## config.mk

```make
export PLATFORM = sky130hd
export DESIGN_NAME = ifetch_queue_flat
export DESIGN_NICKNAME = d
export VERILOG_FILES = /design/src/rtl/ifetch_queue_if.sv /design/src/rtl/ifetch_queue.sv /design/src/flat_wrapper.sv
export SDC_FILE = /design/constraint.sdc
export NUM_CORES = 1
export LEC_CHECK = 0
export CORE_UTILIZATION = 30
export DETAILED_ROUTE_END_ITERATION = 7
export PLACE_DENSITY = 0.47
export SYNTH_ARGS = -nofsm -noshare
export SYNTH_HDL_FRONTEND = slang
export SYNTH_SLANG_ARGS = --single-unit
export TNS_END_PERCENT = 10
```

## constraint.sdc

```tcl
create_clock -name clk -period 5.2 [get_ports clk]
set_input_delay 1.04 -clock clk [delete_from_list [all_inputs] [get_ports clk]]
set_output_delay 1.04 -clock clk [all_outputs]
set_load 0.01 [all_outputs]
```

## src/rtl/ifetch_queue_if.sv

```systemverilog
// Head-of-queue handshake toward ID: valid/ready plus the {pc, instr, exccode} entry.
interface ifetch_queue_if;
  logic        out_valid;
  logic        out_ready;
  logic [31:0] out_pc;
  logic [31:0] out_instr;
  logic [4:0]  out_exccode;

  modport master (output out_valid, out_pc, out_instr, out_exccode, input out_ready);
  modport slave  (input out_valid, out_pc, out_instr, out_exccode, output out_ready);
endinterface

```

## src/rtl/ifetch_queue.sv

```systemverilog
// Instruction fetch queue: PC/fetch FSM feeding a DEPTH-entry FIFO toward ID.
// Optional macro IFQ_BYPASS_EN: an empty queue forwards the current fetch combinationally.
module ifetch_queue #(
  parameter int          DEPTH      = 4,
  parameter logic [31:0] RESET_PC   = 32'h0000_3000,
  parameter logic [31:0] HANDLER_PC = 32'h0000_4180,
  parameter logic [31:0] TEXT_LO    = 32'h0000_3000,
  parameter logic [31:0] TEXT_HI    = 32'h0000_4FFF
) (
  input  logic                     clk,
  input  logic                     reset,
  output logic [31:0]              imem_addr,
  input  logic [31:0]              imem_rdata,
  input  logic                     redirect,
  input  logic [31:0]              redirect_pc,
  input  logic                     flush,
  input  logic                     epc_we,
  input  logic [31:0]              epc_value,
  ifetch_queue_if.master           deq,
  output logic [$clog2(DEPTH):0]   count
);
  localparam int AW = $clog2(DEPTH);
  localparam int CW = AW + 1;

  typedef enum logic {FETCH, HOLD} state_t;

  state_t          state;
  logic [31:0]     pc;
  logic [AW-1:0]   wptr, rptr;
  logic [CW-1:0]   cnt;
  logic [31:0]     q_pc    [DEPTH];
  logic [31:0]     q_instr [DEPTH];
  logic [4:0]      q_exc   [DEPTH];

  logic        fault, ctrl, full, pop_q, push, push_q, take_byp;
  logic [31:0] f_instr;
  logic [4:0]  f_exc;

  assign imem_addr = pc;
  assign count     = cnt;
  assign fault     = (pc[1:0] != 2'b00) || (pc < TEXT_LO) || (pc > TEXT_HI);
  assign f_instr   = fault ? 32'h0 : imem_rdata;
  assign f_exc     = fault ? 5'd4 : 5'd0;
  assign ctrl      = epc_we || flush || redirect;
  assign full      = (cnt == CW'(DEPTH));
  assign pop_q     = (cnt != '0) && deq.out_ready;
  // A full queue still accepts a push when the head leaves in the same cycle.
  assign push      = (state == FETCH) && !ctrl && (!full || pop_q);

`ifdef IFQ_BYPASS_EN
  logic byp;
  assign byp      = (cnt == '0) && (state == FETCH) && !ctrl && !reset;
  assign take_byp = byp && deq.out_ready;
`else
  assign take_byp = 1'b0;
`endif
  assign push_q = push && !take_byp;

  always_comb begin
    deq.out_valid   = 1'b0;
    deq.out_pc      = 32'h0;
    deq.out_instr   = 32'h0;
    deq.out_exccode = 5'd0;
    if (cnt != '0) begin
      deq.out_valid   = 1'b1;
      deq.out_pc      = q_pc[rptr];
      deq.out_instr   = q_instr[rptr];
      deq.out_exccode = q_exc[rptr];
    end
`ifdef IFQ_BYPASS_EN
    else if (byp) begin
      deq.out_valid   = 1'b1;
      deq.out_pc      = pc;
      deq.out_instr   = f_instr;
      deq.out_exccode = f_exc;
    end
`endif
  end

  always_ff @(posedge clk or posedge reset) begin
    if (reset) begin
      state <= FETCH;
      pc    <= RESET_PC;
      wptr  <= '0;
      rptr  <= '0;
      cnt   <= '0;
    end else if (ctrl) begin
      // Control events discard everything queued, including a concurrent pop.
      state <= FETCH;
      wptr  <= '0;
      rptr  <= '0;
      cnt   <= '0;
      if (epc_we)     pc <= epc_value;
      else if (flush) pc <= HANDLER_PC;
      else            pc <= redirect_pc;
    end else begin
      if (push) begin
        pc <= pc + 32'd4;
        if (fault) state <= HOLD;
      end
      if (push_q) wptr <= wptr + AW'(1);
      if (pop_q)  rptr <= rptr + AW'(1);
      cnt <= cnt + CW'(push_q) - CW'(pop_q);
    end
  end

  always_ff @(posedge clk) begin
    if (push_q) begin
      q_pc[wptr]    <= pc;
      q_instr[wptr] <= f_instr;
      q_exc[wptr]   <= f_exc;
    end
  end
endmodule
```

## src/flat_wrapper.sv

```systemverilog
// flat-port wrapper written by rule: the top's interface ports become plain ports
module ifetch_queue_flat 
#(
  parameter int          DEPTH      = 4,
  parameter logic [31:0] RESET_PC   = 32'h0000_3000,
  parameter logic [31:0] HANDLER_PC = 32'h0000_4180,
  parameter logic [31:0] TEXT_LO    = 32'h0000_3000,
  parameter logic [31:0] TEXT_HI    = 32'h0000_4FFF
)
  (clk, reset, imem_addr, imem_rdata, redirect, redirect_pc, flush, epc_we, epc_value, count, deq_out_valid, deq_out_pc, deq_out_instr, deq_out_exccode, deq_out_ready);
  ifetch_queue_if deq_i ();
  input  logic clk;
  input  logic reset;
  output logic [31:0] imem_addr;
  input  logic [31:0] imem_rdata;
  input  logic redirect;
  input  logic [31:0] redirect_pc;
  input  logic flush;
  input  logic epc_we;
  input  logic [31:0] epc_value;
  output logic [$clog2(DEPTH):0] count;
  output wire logic [$bits(deq_i.out_valid)-1:0] deq_out_valid;
  output wire logic [$bits(deq_i.out_pc)-1:0] deq_out_pc;
  output wire logic [$bits(deq_i.out_instr)-1:0] deq_out_instr;
  output wire logic [$bits(deq_i.out_exccode)-1:0] deq_out_exccode;
  input wire logic [$bits(deq_i.out_ready)-1:0] deq_out_ready;
  assign deq_out_valid = deq_i.out_valid;
  assign deq_out_pc = deq_i.out_pc;
  assign deq_out_instr = deq_i.out_instr;
  assign deq_out_exccode = deq_i.out_exccode;
  assign deq_i.out_ready = deq_out_ready;
  ifetch_queue #(.DEPTH(DEPTH), .RESET_PC(RESET_PC), .HANDLER_PC(HANDLER_PC), .TEXT_LO(TEXT_LO), .TEXT_HI(TEXT_HI)) u_core (.clk(clk), .reset(reset), .imem_addr(imem_addr), .imem_rdata(imem_rdata), .redirect(redirect), .redirect_pc(redirect_pc), .flush(flush), .epc_we(epc_we), .epc_value(epc_value), .deq(deq_i), .count(count));
endmodule
```

# Yosys cells after proc, flatten, opt, wreduce, memory -nomap -nowiden
# Memory sizes are Yosys's and may differ from the RTL's.
# Cells that the tools add are included.
# W data, S select, Z words.
# op_classes
addsub	5
muxes	20
n_lt_le_gt_ge	2
bitwise	1
reduce_logical	16
eq_ne	1
# ops
operator	n
$mux W32	7
$add A32 B3 Y32 const B	1
$gt A32 B15 Y1 const B	1
$lt A32 B14 Y1 const B	1
$mux W2	4
$reduce_bool A2 Y1	4
$mux W1	6
$mux W3	2
$logic_or A1 B1 Y1	5
$mux W5	1
$add A2 B1 Y2 const B	2
$add A3 B1 Y3	1
$eq A3 B3 Y1 const B	1
$logic_and A1 B1 Y1	3
$reduce_bool A3 Y1	1
$sub A3 B1 Y3	1
$logic_not A1 Y1	2
$reduce_and A2 Y1	1
$not A1 Y1	1
# word_totals
ram_bits	268
memories	3
wordCells	53
register_bits	40
inputBits	102
out_inout_bits	105
# mem_list
memory	words	word_bits	rd	rd_ports_with_merged_regs	wr	line_no	rtl
u_core.q_instr	4	32	1	0	1	ifetch_queue.sv:32	logic [31:0] q_instr [DEPTH];
u_core.q_pc	4	32	1	0	1	ifetch_queue.sv:31	logic [31:0] q_pc [DEPTH];
u_core.q_exc	4	3	1	0	1	ifetch_queue.sv:33	logic [4:0] q_exc [DEPTH];

# Longest topological paths before layout
# logic_depth
word_depth	8
depth_mapped	10
mapped_depth_nobuf	10

# Worst setup path before layout
# OpenSTA, ideal clock, no wires.
# synth_path
path_kind	input to register
start	input flush
end	memory u_core.q_exc[0][2] (netlist bit) (enable)
t_arrival_ps	3368
setup_time_ps	430
slack_ps	1402
path_stages	4
path_cell_list	clkbuf_1 -> nor3_1 -> clkbuf_1 -> and3_1
# synth_via
elab_chain_len	7
# synth_lines
item	line_no	rtl
start: declaration	flat_wrapper.sv:18	input logic flush;
$logic_or A1 B1 Y1 (2 in series)	ifetch_queue.sv:44	assign ctrl = epc_we || flush || redirect;
$logic_not A1 Y1	ifetch_queue.sv:48	assign push = (state == FETCH) && !ctrl && (!full || pop_q);
$logic_and A1 B1 Y1 (2 in series)	ifetch_queue.sv:48	
$mux W1	ifetch_queue.sv:108	if (push_q) begin
$mux W1 (not written as such)	ifetch_queue.sv:111	q_exc[wptr] <= f_exc;
end: declaration	ifetch_queue.sv:33	
# Every way passes these cells.

# Worst setup path in the final report
# layout_path
start	register u_core.rptr[0]
end	output deq_out_instr[5]
# layout_via
elab_chain_len	2
# layout_lines
item	line_no	rtl
start: declaration	ifetch_queue.sv:29	logic [AW-1:0] wptr, rptr;
start signal: assignment	ifetch_queue.sv:102	if (pop_q) rptr <= rptr + AW'(1);
$mem_v2 Z4 W32	--	
$mux W32	ifetch_queue.sv:64	if (cnt != '0) begin
end: declaration	flat_wrapper.sv:24	output wire logic [$bits(deq_i.out_instr)-1:0] deq_out_instr;
# Every way passes these cells.

==> results.ini <==
[power_and_ir_drop]
total_power_mw = 5.43
pwr-share-seq_pct = 50.7
cell_internal_pwr_mw = 4.27
p_per_area_nw_per_um2 = 326
p_clk_share_pct = 43.3
ir_drop_v = 0.000190
switching_share_pct = 21.4
power_frac_comb_pct = 6.0
net-switching-power_mw = 1.16
power_leakage_nw = 5.55

[grt]
grt_pass1_wl_um = 51300
grt_pass1_vias = 8054
grt_max_degree = 51
overflow = 0
track_usage_pct = 15.6
antenna_found_initial = 1

[floorplan]
die-area_um2 = 43900
start_util_pct = 30.6
chipHeight_um = 210
io_pins = 207
num_rows = 75
core_area_um2 = 42200
die_x_um = 210

[sta]
fin_crit_sh_pct = 76.8
timing.setup.tns_ns = 0
max_freq_ghz = 0.250
tightest_slew_ns = 0.940
fin_worst_skew_ns = 0.0110
drv_slew = 0
post-route-min-period_ns = 4.00
final-hold-violation-count = 0
whs_ns = 0.571
max_slew_margin_pct = 37.3
setup_violations = 0
worst_slack_ns = 1.20
rsz0062_at_grt = false

[finish]
num_antenna_cells = 0
design_area_um2 = 16700
final_cell_mix = 260 x edfxtp_1, 201 x clkdlybuf4s50_1, 102 x and2_1
final_layout_size_suffix_gt1_share_pct = 15.3
utilization_pct = 39.5
area_growth_pct = 29.2
fin_cells = 1570
final_common_cell = edfxtp_1
nets = 1117

[critical_path]
reg2reg_slack_ns = 2.06
path_max_fanout = 28
crit_arrival_ns = 2.96
crit_slowest_cell = dfrtp_4
crit_path_cell_trace = buf_4 -> mux4_2 -> and2_1 -> clkdlybuf4s50_1
start_kind = flop
r2r-start = u_core.count[1]$_DFF_PP0_
critPathCaptureType = output port
r2r_end = u_core.count[2]$_DFF_PP0_
path_class = flop to output port
max_stage_delay_ns = 0.83
cp.required_ns = 4.16
reg2reg_depth = 10

[hold_path]
hp-start = u_core.state$_DFFE_PP0P_
hold_end = u_core.state$_DFFE_PP0P_
hold_class = flop to flop
hold_depth = 1

[clock_network]
tritoncts = yes
clockRootBuffer = clkbuf_16
post_cts_resized = 0
cts.htree.levels = 2
post-cts-setup-buffers = 0
cts_buffer_depth = 3
cts_buffers = 36
ctsHoldBuffers = 0
clk_latency_ns = 0.50
path_clk_slew_ns = 0.06
cts.sinks = 300

[route]
drt_iter0_drc = 417
drc = 0
drt-met1-wl_um = 15800
drtPass1Iterations = 4
wl_um = 34200
vias_per_cell = 4.88
via_count = 7659
post_drt_wl_per_cell_um = 21.8
top_layer = met5
postRouteAntennaNets = 0
met2_length_um = 16100
route.met3.wl_um = 1950

[placed_design]
port_buffers = 202
dpl.hpwl_um = 21600
place.gp.congestion = 0.756
dpl-instance-area_um2 = 15600
post-place-ws_ns = 1.29
post-place-cells = 1508

[job]
max_cap_viol_count = 0

[yosys]
synth_edf_count = 260
postSynthAreaPerCell_um2 = 16.3
ys.warnings.count = 0
ys_ff_latch = 300
ys_types = 54
syn-cell-area_um2 = 12900
synth_seq_area_share_pct = 68.2
synth_cells = 794
async_flop_share_pct = 13.3
synth-main-ff-cell = edfxtp_1

[outcome]
status = finished clean

how the worst max path moves through the flow:
stage,startpoint,endpoint,slack [ns],cells past startpoint
6_report,u_core.rptr[0]$_DFFE_PP0P_,deq_out_instr[5],1.20,4
5_1_grt,u_core.count[1]$_DFF_PP0_,deq_out_pc[12],0.99,4
4_1_cts,u_core.rptr[0]$_DFFE_PP0P_,deq_out_instr[15],1.10,4
3_5_place_dp,flush,u_core.count[2]$_DFF_PP0_,1.29,9
3_3_place_gp,flush,u_core.count[2]$_DFF_PP0_,1.35,9
2_1_floorplan,flush,u_core.q_exc[0][2]$_DFFE_PP_,1.40,4
cell type report:
| class | count | area [um2] |
|---|---|---|
| multi-input combinational | 428 | 3830 |
| sequential | 300 | 8820 |
| fill | 4009 | 25500 |
| clock inverter | 11 | 103 |
| clock buffer | 51 | 998 |
| timing repair buffer | 222 | 2190 |
| inverter | 19 | 71.3 |
| tap | 539 | 674 |
power by group through the flow:
stage | Sequential [mW] | Clock [mW] | Combinational, mW
after detailed placement | 2.81 | 0 | 0.327
after global routing | 2.76 | 2.52 | 0.353
after global placement | 2.81 | 0 | 0.327
final | 2.75 | 2.35 | 0.324
after CTS | 2.76 | 2.43 | 0.329
after floorplan | 2.78 | 0 | 0.129
kinds of logic (layout without fill, tap and decap cells):
family                   after synthesis  count (layout)  share of synthesized area (%)
adder cells (fa/ha/maj)                8               8                          0.833
AND/OR/NAND/NOR                      225             225                           10.3
other                                  1               4                         0.0290
buffers and inverters                 69             303                           2.49
XOR/XNOR                              15              15                           1.02
AO/OA/AOI/OAI                        108             108                           5.58
flip-flops                           300             300                           68.2
multiplexers                          68              68                           11.6
critical path: cells and delay by family (launching register included):
family | cells | cell delay, ns
AND/OR/NAND/NOR | 1 | 0.17
multiplexers | 1 | 0.56
flip-flops | 1 | 0.83
buffers and inverters | 2 | 0.89
cells in the mapped netlist, drive strengths merged (2+ instances only):
cell,instances,area [um2]
edfxtp,260,7810
and2,102,638
mux4,65,1460
dfrtp,38,951
clkbuf,36,165
a21oi,33,165
nand2,33,124
nor2,23,86.3
inv,19,71.3
o21ai,18,90.1
nand3,16,85.1
buf,14,85.1
a221oi,11,96.3
nand4,11,83.8
nor3,9,45.0
xor2,9,78.8
and3,7,43.8
ha,7,87.6
nor4,7,80.1
a211oi,6,45.0
a31oi,6,37.5
nor2b,6,37.5
o2bb2ai,6,52.6
o31ai,6,45.0
xnor2,6,52.6
a22o,4,35.0
a41oi,4,35.0
o21a,4,30.0
a2bb2oi,3,26.3
and3b,3,26.3
mux2,3,33.8
a311o,2,20.0
and4,2,20.0
dfstp,2,52.6
or2,2,12.5
or3,2,13.8
routing by layer:
layer | track usage (%) | vias up
met4 | 2.97 | 2
met5 | 0 | -
li1 | - | 3512
met1 | 22.0 | 3870
met3 | 3.25 | 32
met2 | 25.2 | 243
state kept, by name, summed over array words and instances (netlist names):
name / flops
u_core.imem_addr: 32
u_core.q_exc: 4
u_core.count: 3
u_core.q_instr: 128
u_core.state: 1
u_core.q_pc: 128
u_core.wptr: 2
u_core.rptr: 2
Power figures use the tool's default switching activity.
